$ cat src/rtl/imm_gen_stage_pkg.sv
// Shared encodings for the immediate generator stage: RV opcodes, format tags,
// funct3/funct6 codes used by the shift and CSR-immediate decoders.
package imm_gen_stage_pkg;

    // Major opcodes (inst[6:0])
    localparam logic [6:0] OPC_LOAD      = 7'b0000011;
    localparam logic [6:0] OPC_MISC_MEM  = 7'b0001111;
    localparam logic [6:0] OPC_OP_IMM    = 7'b0010011;
    localparam logic [6:0] OPC_AUIPC     = 7'b0010111;
    localparam logic [6:0] OPC_OP_IMM_32 = 7'b0011011;
    localparam logic [6:0] OPC_STORE     = 7'b0100011;
    localparam logic [6:0] OPC_OP        = 7'b0110011;
    localparam logic [6:0] OPC_LUI       = 7'b0110111;
    localparam logic [6:0] OPC_OP_32     = 7'b0111011;
    localparam logic [6:0] OPC_BRANCH    = 7'b1100011;
    localparam logic [6:0] OPC_JALR      = 7'b1100111;
    localparam logic [6:0] OPC_JAL       = 7'b1101111;
    localparam logic [6:0] OPC_SYSTEM    = 7'b1110011;

    // funct3 codes
    localparam logic [2:0] F3_ADD    = 3'b000;
    localparam logic [2:0] F3_SLL    = 3'b001;
    localparam logic [2:0] F3_SRL    = 3'b101;
    localparam logic [2:0] F3_CSRRWI = 3'b101;
    localparam logic [2:0] F3_CSRRSI = 3'b110;
    localparam logic [2:0] F3_CSRRCI = 3'b111;

    // inst[31:26] patterns allowed on immediate shifts
    localparam logic [5:0] FUNCT6_ZERO = 6'b000000;
    localparam logic [5:0] FUNCT6_SRA  = 6'b010000;

    // Format tag carried alongside the immediate
    typedef enum logic [2:0] {
        FMT_NONE  = 3'd0,
        FMT_I     = 3'd1,
        FMT_S     = 3'd2,
        FMT_B     = 3'd3,
        FMT_U     = 3'd4,
        FMT_J     = 3'd5,
        FMT_SHIFT = 3'd6,
        FMT_CSRI  = 3'd7
    } imm_fmt_e;

    function automatic logic is_shift_f3(input logic [2:0] f3);
        return (f3 == F3_SLL) || (f3 == F3_SRL);
    endfunction

    function automatic logic is_csri_f3(input logic [2:0] f3);
        return (f3 == F3_CSRRWI) || (f3 == F3_CSRRSI) || (f3 == F3_CSRRCI);
    endfunction

endpackage

$ cat src/rtl/imm_gen_stage_if.sv
// Bus between fetch (master) and the immediate generator stage (slave).
// Handshake: a transfer happens on a rising edge where valid && ready are both
// high; the sender holds valid and payload steady until that edge, and ready
// never depends combinationally on valid. flush is a one-cycle redirect pulse.
interface imm_gen_stage_if #(
    parameter int XLEN = 32
);
    logic            flush;
    logic            in_valid;
    logic            in_ready;
    logic [31:0]     in_inst;
    logic [XLEN-1:0] in_pc;
    logic            out_valid;
    logic            out_ready;
    logic [XLEN-1:0] out_imm;
    logic [2:0]      out_fmt;
    logic            out_illegal;
    logic [XLEN-1:0] out_pc;

    modport master (
        output flush, in_valid, in_inst, in_pc, out_ready,
        input  in_ready, out_valid, out_imm, out_fmt, out_illegal, out_pc
    );

    modport slave (
        input  flush, in_valid, in_inst, in_pc, out_ready,
        output in_ready, out_valid, out_imm, out_fmt, out_illegal, out_pc
    );
endinterface

$ cat src/rtl/imm_gen_stage_skid.sv
// Generic 2-entry valid/ready buffer: a main (output) register plus a skid
// register. in_ready is a flop (!skid_valid) so there is no combinational path
// from out_ready back to in_ready. flush drops both entries and any input.
module skid_buffer #(
    parameter int W = 8
) (
    input  logic         clk,
    input  logic         rst_n,
    input  logic         flush,
    input  logic         in_valid,
    output logic         in_ready,
    input  logic [W-1:0] in_data,
    output logic         out_valid,
    input  logic         out_ready,
    output logic [W-1:0] out_data
);
    logic         main_valid_q, main_valid_d;
    logic         skid_valid_q, skid_valid_d;
    logic [W-1:0] main_data_q, main_data_d;
    logic [W-1:0] skid_data_q, skid_data_d;
    logic         in_fire;
    logic         main_free;

    assign in_ready  = !skid_valid_q;
    assign in_fire   = in_valid && in_ready;
    assign main_free = !main_valid_q || out_ready;
    assign out_valid = main_valid_q;
    assign out_data  = main_data_q;

    // Next-state: main refills from skid first (FIFO order), otherwise from input;
    // a held main diverts an accepted input into the skid.
    always_comb begin
        main_valid_d = main_valid_q;
        main_data_d  = main_data_q;
        skid_valid_d = skid_valid_q;
        skid_data_d  = skid_data_q;
        if (flush) begin
            main_valid_d = 1'b0;
            skid_valid_d = 1'b0;
        end else if (main_free) begin
            if (skid_valid_q) begin
                // in_ready is low here, so no input can be accepted this cycle
                main_valid_d = 1'b1;
                main_data_d  = skid_data_q;
                skid_valid_d = 1'b0;
            end else begin
                main_valid_d = in_fire;
                if (in_fire) begin
                    main_data_d = in_data;
                end
            end
        end else if (in_fire) begin
            skid_valid_d = 1'b1;
            skid_data_d  = in_data;
        end
    end

    // State registers; data clears on reset so outputs show reset values.
    always_ff @(posedge clk or negedge rst_n) begin
        if (!rst_n) begin
            main_valid_q <= 1'b0;
            skid_valid_q <= 1'b0;
            main_data_q  <= '0;
            skid_data_q  <= '0;
        end else begin
            main_valid_q <= main_valid_d;
            skid_valid_q <= skid_valid_d;
            main_data_q  <= main_data_d;
            skid_data_q  <= skid_data_d;
        end
    end
endmodule

$ cat src/rtl/imm_gen_stage.sv
// Registered RV32I/RV64I immediate generator: combinational decode of in_inst
// into {illegal, fmt, pc, imm}, captured by a 2-entry skid buffer.
module imm_gen_stage
    import imm_gen_stage_pkg::*;
#(
    parameter int XLEN = 32
) (
    input logic           clk,
    input logic           rst_n,
    imm_gen_stage_if.slave io
);
    generate
        if (XLEN != 32 && XLEN != 64) begin : g_bad_xlen
            $error("imm_gen_stage: XLEN must be 32 or 64");
        end
    endgenerate

    localparam int PW = 1 + 3 + 2 * XLEN;

    logic [6:0]      opcode;
    logic [2:0]      funct3;
    logic [5:0]      funct6;
    logic [XLEN-1:0] imm_i, imm_s, imm_b, imm_u, imm_j;
    logic [XLEN-1:0] imm_shamt, imm_shamt_w, imm_zimm;
    logic            shift_ok;
    logic [XLEN-1:0] dec_imm;
    imm_fmt_e        dec_fmt;
    logic            dec_ill;
    logic [PW-1:0]   in_payload, out_payload;

    assign opcode = io.in_inst[6:0];
    assign funct3 = io.in_inst[14:12];
    assign funct6 = io.in_inst[31:26];

    // Raw immediates for every format; the decoder below selects one.
    assign imm_i = XLEN'($signed(io.in_inst[31:20]));
    assign imm_s = XLEN'($signed({io.in_inst[31:25], io.in_inst[11:7]}));
    assign imm_b = XLEN'($signed({io.in_inst[31], io.in_inst[7], io.in_inst[30:25],
                                  io.in_inst[11:8], 1'b0}));
    assign imm_u = XLEN'($signed({io.in_inst[31:12], 12'b0}));
    assign imm_j = XLEN'($signed({io.in_inst[31], io.in_inst[19:12], io.in_inst[20],
                                  io.in_inst[30:21], 1'b0}));
    assign imm_shamt   = (XLEN == 64) ? XLEN'(io.in_inst[25:20]) : XLEN'(io.in_inst[24:20]);
    assign imm_shamt_w = XLEN'(io.in_inst[24:20]);
    assign imm_zimm    = XLEN'(io.in_inst[19:15]);

    // SLLI needs a zero upper field; SRLI/SRAI allow zero or the SRA pattern.
    // On RV32 inst[25] would be a sixth shamt bit, which does not exist.
    assign shift_ok = ((funct3 == F3_SLL) ? (funct6 == FUNCT6_ZERO)
                                          : (funct6 == FUNCT6_ZERO || funct6 == FUNCT6_SRA))
                      && !(XLEN == 32 && io.in_inst[25]);

    // Format decode; an illegal result always forces imm=0 and FMT_NONE.
    always_comb begin
        dec_imm = '0;
        dec_fmt = FMT_NONE;
        dec_ill = 1'b0;
        if (io.in_inst[1:0] != 2'b11) begin
            dec_ill = 1'b1;
        end else begin
            case (opcode)
                OPC_LOAD, OPC_JALR: begin
                    dec_fmt = FMT_I;
                    dec_imm = imm_i;
                end
                OPC_OP_IMM: begin
                    if (is_shift_f3(funct3)) begin
                        dec_fmt = FMT_SHIFT;
                        dec_imm = imm_shamt;
                        dec_ill = !shift_ok;
                    end else begin
                        dec_fmt = FMT_I;
                        dec_imm = imm_i;
                    end
                end
                OPC_OP_IMM_32: begin
                    if (XLEN == 32) begin
                        dec_ill = 1'b1;
                    end else if (funct3 == F3_ADD) begin
                        dec_fmt = FMT_I;
                        dec_imm = imm_i;
                    end else if (is_shift_f3(funct3)) begin
                        dec_fmt = FMT_SHIFT;
                        dec_imm = imm_shamt_w;
                        dec_ill = io.in_inst[25];
                    end else begin
                        dec_ill = 1'b1;
                    end
                end
                OPC_STORE: begin
                    dec_fmt = FMT_S;
                    dec_imm = imm_s;
                end
                OPC_BRANCH: begin
                    dec_fmt = FMT_B;
                    dec_imm = imm_b;
                end
                OPC_LUI, OPC_AUIPC: begin
                    dec_fmt = FMT_U;
                    dec_imm = imm_u;
                end
                OPC_JAL: begin
                    dec_fmt = FMT_J;
                    dec_imm = imm_j;
                end
                OPC_SYSTEM: begin
                    if (is_csri_f3(funct3)) begin
                        dec_fmt = FMT_CSRI;
                        dec_imm = imm_zimm;
                    end
                end
                OPC_OP, OPC_MISC_MEM: begin
                    dec_fmt = FMT_NONE;
                end
                OPC_OP_32: begin
                    dec_ill = (XLEN == 32);
                end
                default: begin
                    dec_ill = 1'b1;
                end
            endcase
        end
        if (dec_ill) begin
            dec_imm = '0;
            dec_fmt = FMT_NONE;
        end
    end

    assign in_payload = {dec_ill, dec_fmt, io.in_pc, dec_imm};

    skid_buffer #(.W(PW)) u_skid (
        .clk       (clk),
        .rst_n     (rst_n),
        .flush     (io.flush),
        .in_valid  (io.in_valid),
        .in_ready  (io.in_ready),
        .in_data   (in_payload),
        .out_valid (io.out_valid),
        .out_ready (io.out_ready),
        .out_data  (out_payload)
    );

    assign io.out_imm     = out_payload[XLEN-1:0];
    assign io.out_pc      = out_payload[2*XLEN-1:XLEN];
    assign io.out_fmt     = out_payload[2*XLEN+2:2*XLEN];
    assign io.out_illegal = out_payload[PW-1];
endmodule

$ cat src/flat_wrapper.sv
// flat-port wrapper written by rule: the top's interface ports become plain ports
module imm_gen_stage_flat import imm_gen_stage_pkg::*;
#(
    parameter int XLEN = 32
)
  (clk, rst_n, io_flush, io_in_valid, io_in_inst, io_in_pc, io_out_ready, io_in_ready, io_out_valid, io_out_imm, io_out_fmt, io_out_illegal, io_out_pc);
  imm_gen_stage_if #(.XLEN(XLEN)) io_i ();
  input logic clk;
  input logic rst_n;
  input wire logic [$bits(io_i.flush)-1:0] io_flush;
  input wire logic [$bits(io_i.in_valid)-1:0] io_in_valid;
  input wire logic [$bits(io_i.in_inst)-1:0] io_in_inst;
  input wire logic [$bits(io_i.in_pc)-1:0] io_in_pc;
  input wire logic [$bits(io_i.out_ready)-1:0] io_out_ready;
  output wire logic [$bits(io_i.in_ready)-1:0] io_in_ready;
  output wire logic [$bits(io_i.out_valid)-1:0] io_out_valid;
  output wire logic [$bits(io_i.out_imm)-1:0] io_out_imm;
  output wire logic [$bits(io_i.out_fmt)-1:0] io_out_fmt;
  output wire logic [$bits(io_i.out_illegal)-1:0] io_out_illegal;
  output wire logic [$bits(io_i.out_pc)-1:0] io_out_pc;
  assign io_i.flush = io_flush;
  assign io_i.in_valid = io_in_valid;
  assign io_i.in_inst = io_in_inst;
  assign io_i.in_pc = io_in_pc;
  assign io_i.out_ready = io_out_ready;
  assign io_in_ready = io_i.in_ready;
  assign io_out_valid = io_i.out_valid;
  assign io_out_imm = io_i.out_imm;
  assign io_out_fmt = io_i.out_fmt;
  assign io_out_illegal = io_i.out_illegal;
  assign io_out_pc = io_i.out_pc;
  imm_gen_stage #(.XLEN(XLEN)) u_core (.clk(clk), .rst_n(rst_n), .io(io_i));
endmodule
$ cat config.mk
export PLATFORM = sky130hd
export DESIGN_NAME = imm_gen_stage_flat
export DESIGN_NICKNAME = d
export VERILOG_FILES = /design/src/rtl/imm_gen_stage_pkg.sv /design/src/rtl/imm_gen_stage_if.sv /design/src/rtl/imm_gen_stage_skid.sv /design/src/rtl/imm_gen_stage.sv /design/src/flat_wrapper.sv
export SDC_FILE = /design/constraint.sdc
export NUM_CORES = 1
export LEC_CHECK = 0
export CAP_MARGIN = 20
export CELL_PAD_IN_SITES_DETAIL_PLACEMENT = 1
export CELL_PAD_IN_SITES_GLOBAL_PLACEMENT = 2
export CORE_MARGIN = 4
export CORE_UTILIZATION = 25
export CTS_CLUSTER_DIAMETER = 150
export DETAILED_ROUTE_END_ITERATION = 16
export GPL_TIMING_DRIVEN = 0
export PLACE_DENSITY_LB_ADDON = 0.08
export SYNTH_ARGS = -nofsm -noshare
export SYNTH_HDL_FRONTEND = slang
export SYNTH_HIERARCHICAL = 1
export SYNTH_SLANG_ARGS = --single-unit
$ cat constraint.sdc
create_clock -name clk -period 1.42 [get_ports clk]
set_input_delay 0.426 -clock clk [delete_from_list [all_inputs] [get_ports clk]]
set_output_delay 0.426 -clock clk [all_outputs]
set_load 0.005 [all_outputs]
==> reports/results.tsv, run 1 <==
stage	metric	value	unit
clock_tree	maximum clock insertion buffer count	2	
worst_setup_path	maximum fanout along the worst path	5	
worst_setup_path	startpoint types	input pin	
cells_and_area	Layout Nets	837	
power	sw power	2910	uW
route	Final ANT Viol Nets	0	
timing	Pins Over Slew Limit	0	
power	combinational power share	18.4	%
synth	ys async rst share	100	%
synth	Synth top area share	50.4	%
cells_and_area	register area	3450	um^2
die	# IOs	139	
route	DRC errors left	0	
synth	post-synthesis cell type count	46	
route	Final Routed Wirelength	22.6	mm
global_routing	pin count of the biggest net entering global routing	81	
global_routing	first-pass GRT wire length	35.4	mm
die	Row Count	60	
worst_setup_path	CP cell instances	buf_8 -> or4b_4 -> o311ai_4 -> buf_4 -> a211oi_4 -> mux2_4 -> mux2_4	
timing	Final WS setup	-0.614	ns
route	First DRT Iteration DRCs	124	
power	Sw Ratio	24.3	%
timing	clock skew	0.00990	ns
worst_setup_path	Slowest-stage cell, CP	or4b_4	
die	die width	174	um
timing	fin crit period	2.03	ns
outcome	violated checks	hold timing, setup timing	
synth	synthesized flop and latch total	138	
synth	area leader, netlist	dfrtp_1	
clock_tree	H-tree levels	4	
cells_and_area	layout cell share with drive strength beyond 1	68.0	%
cells_and_area	fill cell total of the finished layout	2719	
clock_tree	number of CTS-inserted buffers	17	
synth	Ys Warns	6	
worst_setup_path	Crit path top cell by count	mux2_4	
timing	Slew @ Worst Pin	0.578	ns
place	IO buf count	138	
cells_and_area	Final Cell Area	11400	um^2
clock_tree	cts-stage hold buffer count	1	
cells_and_area	footprint of the multi-input gates	4090	um^2
outcome	status	finished, violations left	
power	Max rail drop VDD	0.000628	V
route	Via Count	5159	
die	Die Area	30100	um^2
worst_setup_path	CP required	1.72	ns
die	core area	27000	um^2
timing	period utilisation layout	143	%
clock_tree	CTS clk-pin slew, worst paths	0.06	ns
place	Final GP Congestion	0.770	
worst_setup_path	CP Capture Type	flop	
die	Die Ht	174	um
clock_tree	Clk Latency, worst-skew pair	0.42	ns
power	pwr dens	1050	nW/um^2
cells_and_area	Ant. Diodes	0	
synth	Syn Area/Cell	13.5	um^2
timing	Worst Hold Margin	-0.0548	ns
synth	Post-synth EDFFs	0	
clock_tree	CTS tree	built	
timing	RSZ-0062 raised after global routing	yes	
synth	Synth Cell Area	6850	um^2
route	Routed WL per cell	20.2	um
global_routing	antenna violations before repair	0	
clock_tree	CTS sink cnt	138	
global_routing	GRT overflow	0	
power	Seq pwr share	38.8	%
place	DP HPWL	13.9	mm
route	drt pass-1 iters	4	
place	placed cell area	8990	um^2
global_routing	vias in the first global route	5853	
power	clock group share of total power	42.9	%
timing	Slew HR	61.5	%
synth	post-synthesis sequential area ratio	50.4	%
timing	Final Hold Fails	46	
worst_setup_path	CP arrival	2.33	ns
cells_and_area	synth-to-layout area growth	66.8	%
synth	Syn Inst Count	507	
flow_run	number of max-cap violations	0	
hold_path	Hold Path Class	input pin to asynchronous set/reset pin	
synth	largest cells by area after synthesis	dfrtp_1, mux2_2, mux2_4	
timing	Final Setup Violations	138	
route	vias per inst	4.61	
clock_tree	clk root buf	clkbuf_16	
power	Lkg Pwr	0.00542	uW
global_routing	Tot GR Track Use	15.1	%
place	pre-CTS setup slack	-1.52	ns
worst_setup_path	slowest cell delay on critical path	0.55	ns
worst_setup_path	CP Class	input pin to flop	
synth	Synthesized Nets	576	
die	initial core utilization	25.4	%
timing	fmax	492	MHz
synth	top_reg_cell synth	dfrtp_1	
power	P_int	9090	uW
## layer usage
layer  track usage (%)  wire [um]
met4              4.86        329
met2              25.2      10900
met1              19.4      10400
met5                 0          0
met3              3.77       1000
## power groups by stage
stage          combinational, uW  sequential, uW  clock, uW
2_1_floorplan                914            4680          0
3_3_place_gp                1820            4710          0
3_5_place_dp                1860            4710          0
4_1_cts                     2220            4650       5330
5_1_grt                     2370            4720       5490
6_report                    2200            4650       5140
## cell usage in the layout (no fill, tap or decap), drive strengths merged, types with 2 or more instances in the layout
cell type,Yosys,final
a21oi,18,18
dlygate4sd2,0,5
nor3,6,6
clkinv,0,4
a211oi,9,9
nor2,9,9
clkbuf,5,24
dfrtp,138,138
nor3b,7,7
clkdlybuf4s50,0,47
dlymetal6s2s,0,2
buf,26,209
or3b,3,3
or4,2,2
inv,6,9
bufinv,0,6
nand4b,3,3
mux2,204,204
nand3,5,5
clkdlybuf4s15,0,2
a22oi,4,4
nand2b,3,3
o21ai,10,10
a32oi,2,2
nand2,31,31
## cell usage after synthesis (2+ instances only)
library cell,number
mux2_2,173
dfrtp_1,138
nand2_1,31
mux2_4,20
a21oi_1,17
buf_2,16
mux2_1,11
o21ai_0,10
a211oi_1,9
nor2_1,8
buf_6,7
nor3b_1,7
inv_1,6
clkbuf_1,5
nor3_1,5
a22oi_1,4
nand3_1,4
nand2b_1,3
nand4b_1,3
a32oi_1,2
buf_1,2
or3b_2,2
## metrics by stage
step / hold WS [ns] / total power (uW) / utilization, % / setup TNS [ns] / std cells
global route: -0.0186 / 12600 / 42.4 / -46.97 / 1120
floorplan: 0.130 / 5590 / - / -25.85 / 507
global placement: 0.478 / 6530 / 33.2 / -963.94 / 986
detailed placement: 0.449 / 6580 / 33.4 / -134.75 / 987
finish: -0.0548 / 12000 / 42.4 / -40.60 / 1120
CTS: -0.0431 / 12200 / 41.9 / -47.46 / 1116
## kinds of logic after synthesis
logic type / after synthesis / share of synthesized area, %
buffers and inverters: 37 / 3.14
multiplexers: 204 / 34.6
AO/OA/AOI/OAI: 54 / 5.75
AND/OR/NAND/NOR: 74 / 6.05
flip-flops: 138 / 50.4
## worst max-delay path, delay by kind of cell
family                 cells  cell delay [ns]
buffers and inverters      2             0.31
muxes                      2             0.54
AOI/OAI and AO/OA          2             0.50
and+or+nand+nor            1             0.55
## state kept, by name, summed over array words and instances, names as in the netlist
register and cells:
u_core/u_skid/skid_valid_q 1, u_core/u_skid/out_data 68, u_core/u_skid/out_valid 1, u_core/u_skid/skid_data_q 68
## repair_timing
action	4_1_cts	5_1_grt
pin swaps	24	16
setup endpoints to repair	206	156
hold endpoints to repair	12	25
setup buffers	84	16
gates resized for setup	550	72
gates cloned	15	0
## worst paths after layout
| path | slack [ns] | endpoint | startpoint | depth (start not counted) |
|---|---|---|---|---|
| max | -0.61 | u_core/u_skid/out_data[0] | io_in_inst[6] | 7 |
| min in group clk | 0.42 | u_core/u_skid/out_valid | io_flush | 2 |
| min | -0.05 | u_core/u_skid/out_data[18] | rst_n | 1 |
| min reg2reg | 0.50 | u_core/u_skid/skid_data_q[33] | u_core/u_skid/skid_data_q[33] | 1 |
| max in group asynchronous | 0.52 | u_core/u_skid/out_data[11] | rst_n | 2 |
| max reg2reg | -0.33 | u_core/u_skid/skid_data_q[65] | u_core/u_skid/skid_valid_q | 8 |
## area by class of cell
type | instances | area share [%]
Timing Repair Buffer | 248 | 20.7
Clock buffer | 17 | 3.72
Clock inverter | 13 | 2.11
Multi-Input combinational cell | 332 | 35.8
Tap cell | 341 | 3.73
Inverter | 6 | 0.219
Buffer | 25 | 3.55
Sequential cell | 138 | 30.2
Power figures use the tool's default switching activity.
==> run 2: changes to the inputs <==
- GPL_TIMING_DRIVEN: 0 -> unset
==> run 2 against run 1 <==
The flow finishes with violations (setup timing). Clock power down 12%. Wire length increased by 7.7%. Register-to-register slack worse by 0.03 ns. Design area increased by 1.2%.
==> reports/results.tsv, run 2 (synthesis gave the netlist of run 1 again) <==
stage	metric	value	unit	change
flow_run	number of max-cap violations	0		unchanged
timing	Slew @ Worst Pin	0.438	ns	-0.139 ns
worst_setup_path	startpoint types	input pin		
power	Seq pwr share	40.6	%	+1.8 points
route	Final ANT Viol Nets	0		unchanged
cells_and_area	Ant. Diodes	0		unchanged
timing	Final Hold Fails	0		-100%
place	Final GP Congestion	0.847		+10%
timing	Setup TNS Final	-40.27	ns	+0.332 ns
clock_tree	number of CTS-inserted buffers	17		unchanged
power	P_int	8470	uW	-6.8%
worst_setup_path	CP Class	input pin to flop		
route	First DRT Iteration DRCs	156		+26%
cells_and_area	register area	3460	um^2	about the same
die	Die Ht	174	um	unchanged
global_routing	Tot GR Track Use	15.4	%	+0.23 points
global_routing	met1 Usage GRT	19.9	%	+0.55 points
power	Final Power	11500	uW	-4.2%
clock_tree	Clk Latency, worst-skew pair	0.42	ns	about the same
clock_tree	CTS sink cnt	138		unchanged
worst_setup_path	CP arrival	2.36	ns	+0.03 ns
power	pwr dens	995	nW/um^2	-5.3%
die	Die Area	30100	um^2	unchanged
die	core area	27000	um^2	unchanged
hold_path	Hold Path Class	input pin to asynchronous set/reset pin		
power	clock group share of total power	39.5	%	-3.4 points
clock_tree	clk root buf	clkbuf_16		
die	Row Count	60		unchanged
timing	fin crit period	2.06	ns	+0.0261 ns
cells_and_area	most frequent cells in the layout	dfrtp_1, mux2_4, mux2_2, buf_4, buf_2		
route	Final Routed Wirelength	24.4	mm	+7.7%
cells_and_area	synth-to-layout area growth	68.8	%	
route	Via Count	5353		+3.8%
timing	Pins Over Slew Limit	0		unchanged
global_routing	pin count of the biggest net entering global routing	46		-43%
cells_and_area	Layout Nets	871		+4.1%
cells_and_area	layout cell share with drive strength beyond 1	70.6	%	+2.5 points
clock_tree	maximum clock insertion buffer count	2		unchanged
route	DRC errors left	0		unchanged
global_routing	GRT overflow	0		unchanged
global_routing	busiest grt layer	met2		
power	Max rail drop VDD	0.000625	V	-0.55%
global_routing	M3 GR Usage	3.51	%	-0.26 points
timing	Slew HR	70.8	%	+9.3 points
place	IO buf count	138		unchanged
global_routing	vias in the first global route	6066		+3.6%
worst_setup_path	CP required	1.72	ns	about the same
cells_and_area	commonest non-fill, non-tap cell in the layout	dfrtp_1		
global_routing	first-pass GRT wire length	36.7	mm	+3.6%
timing	Final Setup Violations	138		unchanged
timing	Worst Hold Margin	0.457	ns	+0.511 ns
power	Lkg Pwr	0.00548	uW	+1.2%
outcome	violated checks	setup timing		
route	drt pass-1 iters	4		unchanged
global_routing	antenna violations before repair	0		unchanged
clock_tree	CTS clk-pin slew, worst paths	0.06	ns	about the same
timing	period utilisation layout	145	%	+1.8 points
power	Sw Ratio	26.3	%	+2.1 points
route	vias per inst	4.63		+0.53%
die	die width	174	um	unchanged
timing	fmax	485	MHz	-1.3%
worst_setup_path	Slowest-stage cell, CP	or4_4		
timing	clock skew	0.0129	ns	+0.00304 ns
cells_and_area	fill cell total of the finished layout	2724		+0.18%
die	# IOs	139		unchanged
worst_setup_path	Crit path top cell by count	mux2_4		
worst_setup_path	slowest cell delay on critical path	0.54	ns	about the same
die	initial core utilization	25.4	%	unchanged
worst_setup_path	maximum fanout along the worst path	3		-2
power	combinational power share	19.9	%	+1.5 points
timing	RSZ-0062 raised after global routing	yes		
clock_tree	H-tree levels	4		unchanged
power	sw power	3030	uW	+4.1%
outcome	status	finished, violations left		
cells_and_area	footprint of the multi-input gates	4080	um^2	-0.31%
cells_and_area	Finished Core Util	42.9	%	+0.50 points
place	DP HPWL	15.1	mm	+8.2%
route	Routed WL per cell	21.1	um	+4.4%
global_routing	M2 GR Usage	26.0	%	+0.82 points
clock_tree	CTS tree	built		
worst_setup_path	CP cell instances	buf_8 -> or4_4 -> a2111oi_4 -> buf_4 -> o311ai_4 -> o21bai_4 -> mux2_4 -> mux2_4		
worst_setup_path	CP Capture Type	flop		
timing	Final WS setup	-0.640	ns	-0.0261 ns
[run 2: changes by cell type in the layout (fill, tap and decap cells not counted), moves of 4 or more]
cell / delta
buf_6: +32
buf_4: +25
mux2_2: +12
mux2_4: -12
buf_8: -10
o21ai_2: +8
o21ai_1: -7
buf_12: -4
bufinv_16: -4
clkinvlp_4: +4
[run 2: power groups by stage]
| stage | Clock, uW | Sequential [uW] | Combinational [uW] |
|---|---|---|---|
| after detailed placement | 0 | 4720 | 1990 |
| after global placement | 0 | 4710 | 1950 |
| after global routing | 4880 | 4720 | 2450 |
| final | 4540 | 4660 | 2290 |
| after CTS | 4710 | 4660 | 2190 |
| after floorplan | 0 | 4680 | 914 |
[run 2: critical path, delay by kind of cell]
kind,cells,cell delay [ns]
buf+inv,2,0.28
simple gates,1,0.54
mux,2,0.54
compound gates,3,0.57
[run 2: final cells by class]
class                   instances  share of cell area [%]
multi-input cells             332                    35.2
flip-flops and latches        138                    29.9
clock inverters                13                    1.35
well taps                     341                    3.69
clock buffers                  19                    3.74
repair buffers                307                    25.9
inverters                       6                   0.195
[run 2: path summary, 6_finish.rpt]
path / startpoint / end / slack, ns / depth (start not counted)
worst min register to register: u_core/u_skid/skid_data_q[37] / u_core/u_skid/skid_data_q[37] / 0.50 / 1
max in group asynchronous: rst_n / u_core/u_skid/skid_data_q[48] / 0.39 / 3
min in group clk: io_in_inst[26] / u_core/u_skid/skid_data_q[26] / 0.46 / 4
worst max register to register: u_core/u_skid/skid_valid_q / u_core/u_skid/skid_data_q[11] / -0.36 / 7
worst min-delay path: rst_n / u_core/u_skid/skid_data_q[15] / 0.46 / 2
worst max-delay path: io_in_inst[29] / u_core/u_skid/out_data[67] / -0.64 / 8
[run 2: per-layer routing]
metal | routed length, um | vias to the layer above | part of all wire (%)
met2 | 11800 | 122 | 48
met1 | 11100 | 2771 | 46
met4 | 362 | 0 | 1.5
met3 | 1100 | 25 | 4.5
met5 | 0 | - | 0
li1 | - | 2435 | -
[run 2: repair_timing]
item,in CTS,in global routing
pin swaps,24,10
endpoints found under the hold margin,22,0
gates resized for setup,524,65
setup buffers,66,19
setup endpoints to repair,206,144
cloned,9,5
hold buffers,1,0
[run 2: through the flow]
stage               setup slack [ns]  cells  area [um^2]
CTS                           -0.750   1138        11200
floorplan                     -0.735    507         7150
global placement               -1.59   1034         9520
detailed placement             -1.61   1035         9530
global route                  -0.666   1156        11600
finish                        -0.640   1156        11600
